## config.mk

```make
export PLATFORM = sky130hd
export DESIGN_NAME = imem_boot_ctrl
export DESIGN_NICKNAME = d
export VERILOG_FILES = /design/src/rtl/imem_boot_ctrl.sv
export SDC_FILE = /design/constraint.sdc
export NUM_CORES = 1
export LEC_CHECK = 0
export BUFFER_PORTS_ARGS = -buffer_cell sky130_fd_sc_hd__buf_2
export CAP_MARGIN = 20
export CELL_PAD_IN_SITES_DETAIL_PLACEMENT = 1
export CELL_PAD_IN_SITES_GLOBAL_PLACEMENT = 2
export CORE_MARGIN = 10
export CORE_UTILIZATION = 19
export CTS_CLUSTER_DIAMETER = 50
export DETAILED_ROUTE_END_ITERATION = 7
export PLACE_DENSITY = 0.94
export SLEW_MARGIN = 20
export SYNTH_ARGS = -nofsm -noshare
export SYNTH_HDL_FRONTEND = slang
export SYNTH_SLANG_ARGS = --single-unit
```

## constraint.sdc

```tcl
create_clock -name clk -period 2.7 [get_ports clk]
set_input_delay 0.54 -clock clk [delete_from_list [all_inputs] [get_ports clk]]
set_output_delay 0.54 -clock clk [all_outputs]
set_load 0.005 [all_outputs]
```

## src/rtl/imem_boot_ctrl.sv

```systemverilog
// Boot/reload sequencer: streams words into the 64-word imem, stalls the CPU while loading.
// Optional trailing-checksum verification of the loaded image when IMEM_BOOT_CSUM_EN is defined.
module imem_boot_ctrl #(
    parameter int DEPTH = 64,
    parameter int AW    = 6
) (
    input  logic          clk,
    input  logic          rst_n,
    input  logic          start,
    input  logic [AW:0]   length,
    input  logic          s_valid,
    input  logic [31:0]   s_data,
    output logic          s_ready,
    input  logic [31:0]   cpu_pc,
    output logic          cpu_stall,
    output logic [31:0]   imem_addr,
    output logic          imem_we,
    output logic [AW-1:0] imem_waddr,
    output logic [31:0]   imem_wdata,
    output logic          busy,
    output logic          done,
    output logic          err
);

    localparam logic [AW:0] MAX_LEN = (AW+1)'(DEPTH);

    typedef enum logic [1:0] {
        ST_WAIT,
        ST_LOAD,
        ST_FIN,
        ST_RUN
    } state_t;

    state_t      state, state_nx;
    logic [AW:0] cnt, cnt_nx;
    logic [AW:0] len_q, len_nx;
    logic        err_nx;
    logic        xfer;
    logic        len_ok;

`ifdef IMEM_BOOT_CSUM_EN
    logic [31:0] sum, sum_nx;
    logic        csum_phase;

    // Once every data word has been counted, the next transfer is the checksum.
    assign csum_phase = (cnt == len_q);
`else
    logic        last_data;

    assign last_data = ((cnt + 1'b1) == len_q);
`endif

    assign len_ok = (length != '0) && (length <= MAX_LEN);
    assign xfer   = s_valid && s_ready;

    always_comb begin
        state_nx   = state;
        cnt_nx     = cnt;
        len_nx     = len_q;
        err_nx     = err;
`ifdef IMEM_BOOT_CSUM_EN
        sum_nx     = sum;
`endif
        s_ready    = 1'b0;
        cpu_stall  = 1'b1;
        busy       = 1'b0;
        done       = 1'b0;
        imem_we    = 1'b0;
        imem_waddr = '0;
        imem_wdata = '0;
        imem_addr  = '0;

        case (state)
            ST_WAIT, ST_RUN: begin
                if (state == ST_RUN) begin
                    cpu_stall = 1'b0;
                    imem_addr = cpu_pc;
                end
                if (start) begin
                    if (len_ok) begin
                        state_nx = ST_LOAD;
                        len_nx   = length;
                        cnt_nx   = '0;
                        err_nx   = 1'b0;
`ifdef IMEM_BOOT_CSUM_EN
                        sum_nx   = '0;
`endif
                    end else begin
                        err_nx = 1'b1;
                    end
                end
            end

            ST_LOAD: begin
                busy       = 1'b1;
                s_ready    = 1'b1;
                imem_waddr = cnt[AW-1:0];
                imem_addr  = {{(30-AW){1'b0}}, cnt[AW-1:0], 2'b00};
                if (xfer) begin
`ifdef IMEM_BOOT_CSUM_EN
                    if (csum_phase) begin
                        if (s_data == sum) begin
                            state_nx = ST_FIN;
                        end else begin
                            err_nx   = 1'b1;
                            state_nx = ST_WAIT;
                        end
                    end else begin
                        imem_we    = 1'b1;
                        imem_wdata = s_data;
                        cnt_nx     = cnt + 1'b1;
                        sum_nx     = sum + s_data;
                    end
`else
                    imem_we    = 1'b1;
                    imem_wdata = s_data;
                    cnt_nx     = cnt + 1'b1;
                    if (last_data) begin
                        state_nx = ST_FIN;
                    end
`endif
                end
            end

            ST_FIN: begin
                done     = 1'b1;
                state_nx = ST_RUN;
            end

            default: begin
                state_nx = ST_WAIT;
            end
        endcase
    end

    always_ff @(posedge clk or negedge rst_n) begin
        if (!rst_n) begin
            state <= ST_WAIT;
            cnt   <= '0;
            len_q <= '0;
            err   <= 1'b0;
`ifdef IMEM_BOOT_CSUM_EN
            sum   <= '0;
`endif
        end else begin
            state <= state_nx;
            cnt   <= cnt_nx;
            len_q <= len_nx;
            err   <= err_nx;
`ifdef IMEM_BOOT_CSUM_EN
            sum   <= sum_nx;
`endif
        end
    end

endmodule

```

Word-level counts from Yosys, hierarchy flattened
Cells that the tools add are included.

Register bits after elaboration: 17. Word-level logic and storage cells: 45. Output and inout port bits: 76.

Equality and inequality tests: 8. $lt $le $gt $ge: 1. Reductions and logical operators: 10. $add $sub $neg: 1. Mux-type cells: 21.

Operators by type and width (count): 2-to-1 mux 32 bit (3); case mux 32 bit (2 select lines) (1); 2-to-1 mux 7 bit (3); case mux 7 bit (2 select lines) (1); 2-to-1 mux 2 bit (4); != test 2 bit (second input constant) (4); AND reduction 4 bit (2); adder 7 x 1 -> 7 bit (second input constant) (1); == test 7 bit (1); <= comparator 7 bit (second input constant) (1); 2-to-1 mux 1 bit (7); nonzero test 7 bit (1); 2-to-1 mux 6 bit (1); case mux 2 bit (3 select lines) (1); == test 2 bit (second input constant) (2); AND reduction 3 bit (1); == test 2 x 1 -> 1 bit (second input constant) (1); logical AND 1 bit (2); zero test 2 bit (1); AND reduction 2 bit (1); nonzero test 2 bit (1); OR reduction 2 bit (1).

Depth between registers and ports, before layout
Gate-level depths: netlist of the first run.

Depth after elaboration: 5. Depth in mapped cells: 7.

Worst setup path after synthesis of the first run
No wires, ideal clock.

Path type: register to output. Start: reg state[1]. End: out imem_wdata[10]. Required time: 2.160 ns. Cell stages (with the launch flop): 6. Buffers on the path: 2. Setup slack: 0.769 ns. Arrival time: 1.391 ns. Path through: dfrtp_1 -> inv_1 -> ha_1 -> clkbuf_1 -> clkbuf_1 -> and3_1.

Word-level cells in the longest chain between the ends: 5.

Ends and longest elaborated chain: start: declaration (RTL line 34) `state_t state, state_nx;`; start signal: assignment (RTL line 146) `state <= state_nx;`; == test 2 x 1 -> 1 bit; 2-to-1 mux 1 bit; via busy (RTL line 20) `output logic busy,`; logical AND 1 bit (RTL line 54) `assign xfer = s_valid && s_ready;`; 2-to-1 mux 32 bit (RTL line 99) `if (xfer) begin`; 2-to-1 mux 32 bit (RTL line 73) `case (state)`; end: declaration (RTL line 19) `output logic [31:0] imem_wdata,`.

The timed path passes the listed nets, and every way through them passes these cells.

Worst setup path in the final report of the first run
Start: reg state[1]. End: out imem_wdata[25].

Word-level cells in the longest chain between the ends: 5.

Ends and longest elaborated chain (RTL line): == test 2 x 1 -> 1 bit (*) (73); 2-to-1 mux 1 bit (73); logical AND 1 bit (54); 2-to-1 mux 32 bit (99); 2-to-1 mux 32 bit (*) (73).

Every way passes the cells marked *; elsewhere a longest branch is shown, timed or not.

==> flow_summary.toml, run 1 <==
[run_status]
status = "completed"

[run]
maxCapViolations = 0

[layout]
final_cells = 463
num-fill-cells = 1136
synthToLayoutAreaGrowth_pct = 51.22
nets = 438
final_design_area_no_fill_sq_um = 2638
diodes = 0
drive_above_1_share_pct = 49.30

[logic_synthesis]
yosys_warnings = 0
ys_types = 48
synth_area_leaders = "dfrtp_1, and3_1, and2_1"
yosysTopAreaCellShare_pct = 24.39
synth_compound_area_share_pct = 16.93
syn_nets = 296
yosysSeqAreaShare_pct = 24.39
synthCells = 214
post-synth-top-area-cell = "dfrtp_1"
synth_mux_area_share_pct = 5.667
synthArstFlopShare_pct = 100.0
postSynthAreaPerCell_sq_um = 8.150
synth_fa_ha_area_share_pct = 5.022
synthSimpleGateAreaFrac_pct = 39.02
synth_area_sq_um = 1744
synth_top_flop_cell = "dfrtp_1"
ys_ff_latch = 17
synth_enable_flop_cells = 0
synth_top_family_by_area = "simple AND/OR/NAND/NOR gates"
synth-xor-area-share_pct = 4.017

[route]
drt-total-wl_mm = 8.265
drc = 0
vias = 2145
drt-vias-per-instance = 4.633
drt_iter0_markers = 143
wire_per_inst_um = 17.85
first_pass_iters = 4
postRouteAntennaNets = 0

[sta]
finalCriticalPeriod_ns = 2.493
tightest_slew_ns = 0.6170
finClkSkew_ns = 0.001705
tns_ns = 0
max_freq_ghz = 0.4011
rsz0062_at_grt = "no"
period_share_pct = 92.34
hold_viol = 0
setup_viol = 0
final_max_slew_viol_count = 0
slew_headroom_pct = 58.86

[clock_tree]
cts-root-buf = "clkbuf_8"
cts_sinks = 17
numCtsBuffers = 3
clk_pin_slew_ns = 0.07
h-tree-depth = 1
cts_tree = "built"
clockBufferDepth = 2
clock_latency_ns = 0.25

[worst_setup_path]
cp.required_ns = 2.16
crit_type = "reg -> out"
worstSetupStartpoint = "state[1]$_DFFE_PN0P_"
rr_worst_depth = 7
r2r_start = "state[1]$_DFFE_PN0P_"
worstPathArrival_ns = 1.95
regToRegSetupSlack_ns = 0.47
r2r-end = "len_q[0]$_DFFE_PN0P_"
cp-start-kind = "flop"
endpoint_kind = "primary output"
crit_fanout = 36

[die]
io_pins = 151
core_region_area_sq_um = 8848
start_util_pct = 19.71
rows = 34
dieArea_sq_um = 13410
fp.dieH_um = 115.8
die_x_um = 115.8

[pwr]
powerDensity_nw_per_um2 = 729.0
finalPower_mw = 1.923
leakage_nw = 1.520
ir_drop_mv = 0.3804

[grt]
use_met3_pct = 4.083
grt_max_degree = 44
track_usage_pct = 11.01
use_met2_pct = 18.28
antenna_found_initial = 0
grt_overflow = 0
grt_pass1_vias = 2171
grt_most_used_layer = "met2"
use_met1_pct = 13.81
grt_first_pass_wirelength_mm = 12.14

[place]
dp_hpwl_mm = 7.042
globalplace.congestion = 0.8099
numPlacedInstances = 459
dpl_cell_area_sq_um = 2581
portBuffers = 150

[worst_hold_path]
hold_path_class = "in -> async"
placed cells by master, fill, tap and decap left out, types with 2 or more instances in the layout:
| cell type | Yosys | layout |
|---|---|---|
| buf_2 | 3 | 150 |
| and3_1 | 33 | 33 |
| and2_1 | 32 | 32 |
| dfrtp_1 | 17 | 17 |
| nor2_1 | 12 | 11 |
| nand2_1 | 11 | 11 |
| a21oi_1 | 10 | 10 |
| o21ai_0 | 8 | 8 |
| mux2_2 | 7 | 7 |
| ha_1 | 7 | 7 |
| inv_1 | 6 | 6 |
| xnor2_1 | 5 | 5 |
| a22o_1 | 4 | 4 |
| nand2b_1 | 3 | 3 |
| nand3_1 | 3 | 3 |
| xor2_1 | 3 | 3 |
| nand4_1 | 3 | 3 |
| clkbuf_8 | 0 | 3 |
| nor2b_1 | 2 | 2 |
| a31oi_1 | 2 | 2 |
| o2bb2ai_1 | 2 | 2 |
| mux2i_1 | 2 | 2 |
| or3_1 | 2 | 2 |
| a211oi_2 | 2 | 2 |
timing repair:
action / 4_1_cts / 5_1_grt
buffers inserted: 0 / 0
hold buffers: 0 / 0
setup endpoints to repair: 26 / 51
gates resized for setup: 1 / 2
final cells by class:
cell class,count,area (sq um),share of cell area (%)
Multi-Input combinational cell,176,1240,47.01
Timing Repair Buffer,152,769.5,29.17
Sequential cell,17,425.4,16.13
Tap cell,108,135.1,5.123
Clock buffer,4,45.04,1.708
Inverter,6,22.52,0.8539
cell usage after synthesis (all sizes together), types with 3 or more instances:
| master | instances |
|---|---|
| a21oi | 10 |
| and2 | 33 |
| nand4 | 3 |
| and3 | 33 |
| clkbuf | 11 |
| inv | 6 |
| ha | 7 |
| xnor2 | 5 |
| dfrtp | 17 |
| nor2 | 12 |
| nand3 | 4 |
| mux2 | 7 |
| buf | 4 |
| o21ai | 9 |
| nand2 | 11 |
| a22o | 5 |
| xor2 | 3 |
| nand2b | 3 |
worst max-delay path by stage:
stage	cells past startpoint	slack, ns	end
4_1_cts	5	0.09	imem_addr[21]
3_3_place_gp	5	0.22	imem_addr[1]
6_report	6	0.21	imem_wdata[25]
2_1_floorplan	5	0.77	imem_wdata[10]
5_1_grt	6	0.04	imem_wdata[25]
3_5_place_dp	5	0.06	imem_addr[21]
per-stage QoR:
stage	setup slack, ns	utilization [%]	hold WS, ns
6_report	0.2069	29.81	0.2189
5_1_grt	0.03767	29.81	0.2408
4_1_cts	0.08841	29.71	0.2336
3_5_place_dp	0.05529	29.17	0.5098
3_3_place_gp	0.2219	29.17	0.4821
2_1_floorplan	0.7693	-	0.2444
cells by family (layout without fill, tap and decap cells):
logic type               after synthesis  count (layout)
AND/OR/NAND/NOR                      111             111
multiplexers                           9               9
XOR/XNOR                               8               8
AO/OA/AOI/OAI                         41              41
buffers and inverters                 21             162
adder cells (fa/ha/maj)                7               7
flip-flops                            17              17
flip-flops by register name (all words and copies together), names as in the netlist:
name   cells
state      2
cnt        7
len_q      7
err        1
report_power, final:
group | total (mW) | leakage (nW) | switching (mW) | internal (mW)
clock network | 0.195 | 0.0228 | 0.0906 | 0.105
logic | 1.31 | 1.28 | 0.711 | 0.601
registers | 0.416 | 0.214 | 0.0826 | 0.333
total | 1.92 | 1.52 | 0.884 | 1.04
critical path, cell delays in order, from the launching register on:
cell	delay [ns]
dfrtp_1	0.40
buf_4	0.16
inv_1	0.10
ha_1	0.40
buf_6	0.30
and3_1	0.20
buf_2	0.13
per-layer routing:
| layer | up-vias | wire (um) |
|---|---|---|
| met5 | - | 0 |
| met2 | 110 | 3794 |
| met1 | 991 | 3413 |
| met3 | 4 | 992 |
| li1 | 1040 | - |
| met4 | 0 | 65 |
No activity file was read; power rests on OpenSTA's default activity.
==> run 2: changes to the inputs <==
--- a/constraint.sdc
+++ b/constraint.sdc
@@ -3,2 +3,2 @@
 set_output_delay 0.54 -clock clk [all_outputs]
-set_load 0.005 [all_outputs]
+set_load 0.1 [all_outputs]
==> run 2 against run 1 <==
Against the previous run:
- sequential share of layout area is 2.9 points lower
- setup slack got worse by 0.058 ns
- global-route usage up 1.0 points
- wire length grew 6.2%
- maximum frequency fell by 2.3%
- clock skew is 0.0021 ns higher
- combinational power increased to 3.2 times the previous value
- worst hold slack got worse by 0.0071 ns
- clock-buffer cell count unchanged
- sequential cell count did not move
- critical endpoint is now imem_wdata[13]
==> flow_summary.toml, run 2 (same netlist as run 1, synthesis figures left out) <==
[clock_tree]
clk_pin_slew_ns = 0.07
h-tree-depth = 1
cts_sinks = 17
postCtsHoldBufs = 0
numCtsBuffers = 3
clock_latency_ns = 0.26
cts_tree = "built"
cts-root-buf = "clkbuf_8"
clockBufferDepth = 2

[place]
globalplace.congestion = 0.8213
dp_hpwl_mm = 7.482
portBuffers = 150

[layout]
num-fill-cells = 1053
mostFrequentLayoutCells = "buf_2, and3_2, buf_12, and2_4, dfrtp_1"
drive_above_1_share_pct = 67.98
register_area_sq_um = 425.4
nets = 439
synthToLayoutAreaGrowth_pct = 84.58
multi_input_area_sq_um = 1390
final_common_cell = "buf_2"
reg_top3 = "cnt (7), len_q (7), state (2)"

[route]
vias = 2173
drc = 0
drt-total-wl_mm = 8.774
postRouteAntennaNets = 0
first_pass_iters = 4
drt-vias-per-instance = 4.673
wire_per_inst_um = 18.87
drt_iter0_markers = 79

[die]
core_region_area_sq_um = 8848
io_pins = 151
fp.dieH_um = 115.8
start_util_pct = 19.71
rows = 34
dieArea_sq_um = 13410
die_x_um = 115.8

[grt]
grt_overflow = 0
track_usage_pct = 12.00
grt_pass1_vias = 2241
grt_max_degree = 51
antenna_found_initial = 1
grt_first_pass_wirelength_mm = 12.97

[worst_setup_path]
cp.required_ns = 2.16
cpMaxStageDelayCell = "dfrtp_1"
r2r-end = "len_q[4]$_DFFE_PN0P_"
worstPathArrival_ns = 2.01
worstSetupStartpoint = "state[1]$_DFFE_PN0P_"
max_stage_delay_ns = 0.45
critical_path.endpoint = "imem_wdata[13]"
crit_fanout = 26
crit_chain = "inv_1 > ha_4 > clkbuf_16 > and3_2 > buf_2"
crit_type = "reg -> out"
cp-start-kind = "flop"
endpoint_kind = "primary output"
r2r_start = "state[0]$_DFFE_PN0P_"
regToRegSetupSlack_ns = 0.45
rr_worst_depth = 6

[sta]
slew_headroom_pct = 60.19
finalCriticalPeriod_ns = 2.551
tightest_slew_ns = 0.5972
period_share_pct = 94.47
hold_slack_ns = 0.2117
hold_viol = 0
final_max_slew_viol_count = 0
rsz0062_at_grt = "no"
setup_viol = 0
finClkSkew_ns = 0.003849
max_freq_ghz = 0.3920

[run]
maxCapViolations = 0

[run_status]
status = "completed"

[worst_hold_path]
hold_path_class = "in -> async"

[pwr]
ir_drop_mv = 0.4497
leakage_nw = 1.656
finalPower_mw = 4.766
powerDensity_nw_per_um2 = 1480
==> run 2: cell types whose count changed in the layout (fill, tap and decap cells not counted), sizes merged <==
cell    delta
clkbuf     +1
diode      +1
==> run 2: repair_timing <==
| action | 4_1_cts | 5_1_grt |
|---|---|---|
| resized for setup | 1 | 0 |
| endpoints found under the setup margin | 1 | 4 |
| buffers inserted | 0 | 1 |
==> run 2: critical path, delay by kind of cell (launching register included) <==
| kind | cells | cell delay, ns |
|---|---|---|
| adder cells (fa/ha/maj) | 1 | 0.30 |
| flip-flops | 1 | 0.45 |
| buffers and inverters | 3 | 0.83 |
| AND/OR/NAND/NOR | 1 | 0.17 |
==> run 2: metal layers <==
layer / global-route usage [%] / up-vias / share of wire, %
met5: 0 / - / 0
met4: 1.585 / 0 / 0.66
met3: 5.478 / 8 / 12
met2: 20.33 / 108 / 47
met1: 13.94 / 1014 / 40
li1: - / 1043 / -
==> run 2: how the worst min path moves through the flow <==
stage | depth (start not counted) | from | end
floorplan | 0 | rst_n | cnt[0]$_DFFE_PN0P_
global placement | 2 | err$_DFFE_PN0P_ | err$_DFFE_PN0P_
detailed placement | 2 | err$_DFFE_PN0P_ | err$_DFFE_PN0P_
CTS | 1 | rst_n | len_q[1]$_DFFE_PN0P_
global route | 1 | rst_n | len_q[0]$_DFFE_PN0P_
finish | 1 | rst_n | len_q[0]$_DFFE_PN0P_
==> run 2: cell type report <==
class | count | area share [%]
antenna | 1 | 0.07773
inverter | 6 | 0.6996
sequential | 17 | 13.21
tap | 108 | 4.197
clock buffer | 4 | 1.399
multi-input combinational | 176 | 43.18
timing repair buffer | 153 | 37.23
==> run 2: through the flow <==
| stage | TNS, ns | cells | util (%) | setup slack (ns) | instance area (sq um) |
|---|---|---|---|---|---|
| 4_1_cts | 0 | 463 | 36.07 | 0.0001272 | 3192 |
| 3_5_place_dp | 0 | 459 | 35.53 | 0.2855 | 3144 |
| 5_1_grt | 0 | 464 | 36.35 | 0.02172 | 3217 |
| 6_report | 0 | 465 | 36.38 | 0.1492 | 3219 |
| 2_1_floorplan | -0.7980 | 214 | - | -0.1330 | 1904 |
| 3_3_place_gp | 0 | 459 | 35.53 | 0.3727 | 3144 |
==> run 2: power breakdown <==
part	switching [mW]	internal [mW]
clock network	0.0922	0.105
logic	2.92	1.23
registers	0.0921	0.333
total	3.10	1.66
==> run 3: changes to the inputs <==
MAX_ROUTING_LAYER = met4   (was default)
==> run 3 against run 2 <==
Against the previous run:
- cell count stayed put
- sequential power hardly changed
- via count is 0.18% lower
- combinational power hardly changed
- sequential share of layout area hardly changed
- die area stayed put
- non-clock buffer count stayed put
- global-route usage is 0.38 points higher
- maximum frequency is 0.71% higher
- critical path depth stayed put
==> flow_summary.toml, run 3 (same netlist as run 1, synthesis figures left out) <==
[run_status]
status = "completed"

[place]
numPlacedInstances = 459
globalplace.congestion = 0.8336
portBuffers = 150
post-place-ws_ns = 0.2855
dp_hpwl_mm = 7.482

[clock_tree]
cts_sinks = 17
cts_tree = "built"
clk_pin_slew_ns = 0.07
clock_latency_ns = 0.26
postCtsHoldBufs = 0
numCtsBuffers = 3
clockBufferDepth = 2
h-tree-depth = 1
cts-root-buf = "clkbuf_8"

[route]
drt-vias-per-instance = 4.665
vias = 2169
first_pass_iters = 4
wire_per_inst_um = 18.76
drt_iter0_markers = 77
postRouteAntennaNets = 0
drt-total-wl_mm = 8.723
drc = 0

[die]
dieArea_sq_um = 13410
io_pins = 151
die_x_um = 115.8
fp.dieH_um = 115.8
rows = 34
start_util_pct = 19.71
core_region_area_sq_um = 8848

[grt]
track_usage_pct = 12.38
grt_first_pass_wirelength_mm = 12.99
grt_pass1_vias = 2242
antenna_found_initial = 1
grt_overflow = 0
grt_max_degree = 51

[layout]
final_common_cell = "buf_2"
reg_top3 = "cnt (7), len_q (7), state (2)"
final_cells = 465
nets = 439
mostFrequentLayoutCells = "buf_2, and3_2, buf_12, and2_4, dfrtp_1"
synthToLayoutAreaGrowth_pct = 84.00
drive_above_1_share_pct = 67.98

[worst_setup_path]
crit_type = "reg -> out"
endpoint_kind = "primary output"
r2r-end = "len_q[4]$_DFFE_PN0P_"
worstPathArrival_ns = 1.99
cp-start-kind = "flop"
crit_chain = "inv_1 > ha_4 > buf_8 > and3_2 > buf_2"
regToRegSetupSlack_ns = 0.44
cp.required_ns = 2.16
crit_fanout = 26
r2r_start = "state[0]$_DFFE_PN0P_"
max_stage_delay_ns = 0.45
cpMaxStageDelayCell = "dfrtp_1"
rr_worst_depth = 6

[sta]
hold_viol = 0
rsz0062_at_grt = "no"
finalCriticalPeriod_ns = 2.533
slew_headroom_pct = 60.59
period_share_pct = 93.81
max_freq_ghz = 0.3948
setup_viol = 0
fin_ws_ns = 0.1672
final_max_slew_viol_count = 0
hold_slack_ns = 0.2148
tightest_slew_ns = 0.5912
finClkSkew_ns = 0.004633

[pwr]
pwr-share-seq_pct = 9.0
switchingPower_mw = 3.095
p_int_mw = 1.652
powerDensity_nw_per_um2 = 1479
ir_drop_mv = 0.4502
clkPwrFrac_pct = 4.1
swShare_pct = 65.19
power_frac_comb_pct = 86.9
leakage_nw = 1.652

[run]
maxCapViolations = 0

[worst_hold_path]
hold_path_class = "in -> async"
==> run 3: cell types whose count changed in the layout (fill, tap and decap cells not counted) <==
cell,previous run,this run
buf_8,0,1
clkbuf_16,1,0
==> run 3: timing repair <==
| action | 4_1_cts | 5_1_grt |
|---|---|---|
| gates resized for setup | 1 | 0 |
| cloned | 0 | 0 |
| setup buffers | 0 | 1 |
| endpoints found under the setup margin | 1 | 5 |
==> run 3: critical path, delay by kind of cell, from the launching register on <==
kind,cells,cell delay (ns)
buffers and inverters,3,0.81
and+or+nand+nor,1,0.18
DFF,1,0.45
adders and majority gates,1,0.29
==> run 3: worst max-delay path by stage <==
stage	startpoint	endpoint	slack (ns)
finish	state[1]$_DFFE_PN0P_	imem_wdata[13]	0.17
floorplan	state[0]$_DFFE_PN0P_	imem_addr[26]	-0.13
CTS	state[1]$_DFFE_PN0P_	imem_addr[4]	0.0001
global route	state[0]$_DFFE_PN0P_	imem_addr[0]	0.02
detailed placement	state[1]$_DFFE_PN0P_	imem_addr[2]	0.29
global placement	state[1]$_DFFE_PN0P_	imem_addr[4]	0.37
==> run 3: power groups by stage <==
stage | clock, mW | sequential, mW | combinational [mW]
global route | 0.217 | 0.441 | 4.30
CTS | 0.202 | 0.427 | 4.14
finish | 0.196 | 0.425 | 4.13
floorplan | 0 | 0.454 | 2.98
global placement | 0 | 0.423 | 4.08
detailed placement | 0 | 0.433 | 4.13
==> run 3: per-stage QoR <==
step	utilization (%)	area [sq um]	total power [mW]	setup TNS [ns]
final	36.27	3209	4.747	0
after global routing	36.27	3209	4.961	0
after CTS	36.07	3192	4.767	0
after detailed placement	35.53	3144	4.561	0
after global placement	35.53	3144	4.500	0
after floorplan	-	1904	3.433	-0.7980
==> run 3: metal layers <==
metal  part of all wire [%]  vias to the layer above  global-route usage, %  wire length, um
met2                     48                      104                  20.48             4148
met4                   0.61                        0                  1.585               53
met3                     11                        8                  5.065              992
li1                       -                     1044                      -                -
met1                     40                     1013                  14.12             3530
met5                      0                        -                      -                0
==> run 3: final cells by class <==
type	count	area [sq um]
Inverter	6	22.52
Clock buffer	4	45.04
Sequential cell	17	425.4
Multi-Input combinational cell	176	1390
Fill cell	1058	5639
Antenna cell	1	2.502
Timing Repair Buffer	153	1189
Tap cell	108	135.1
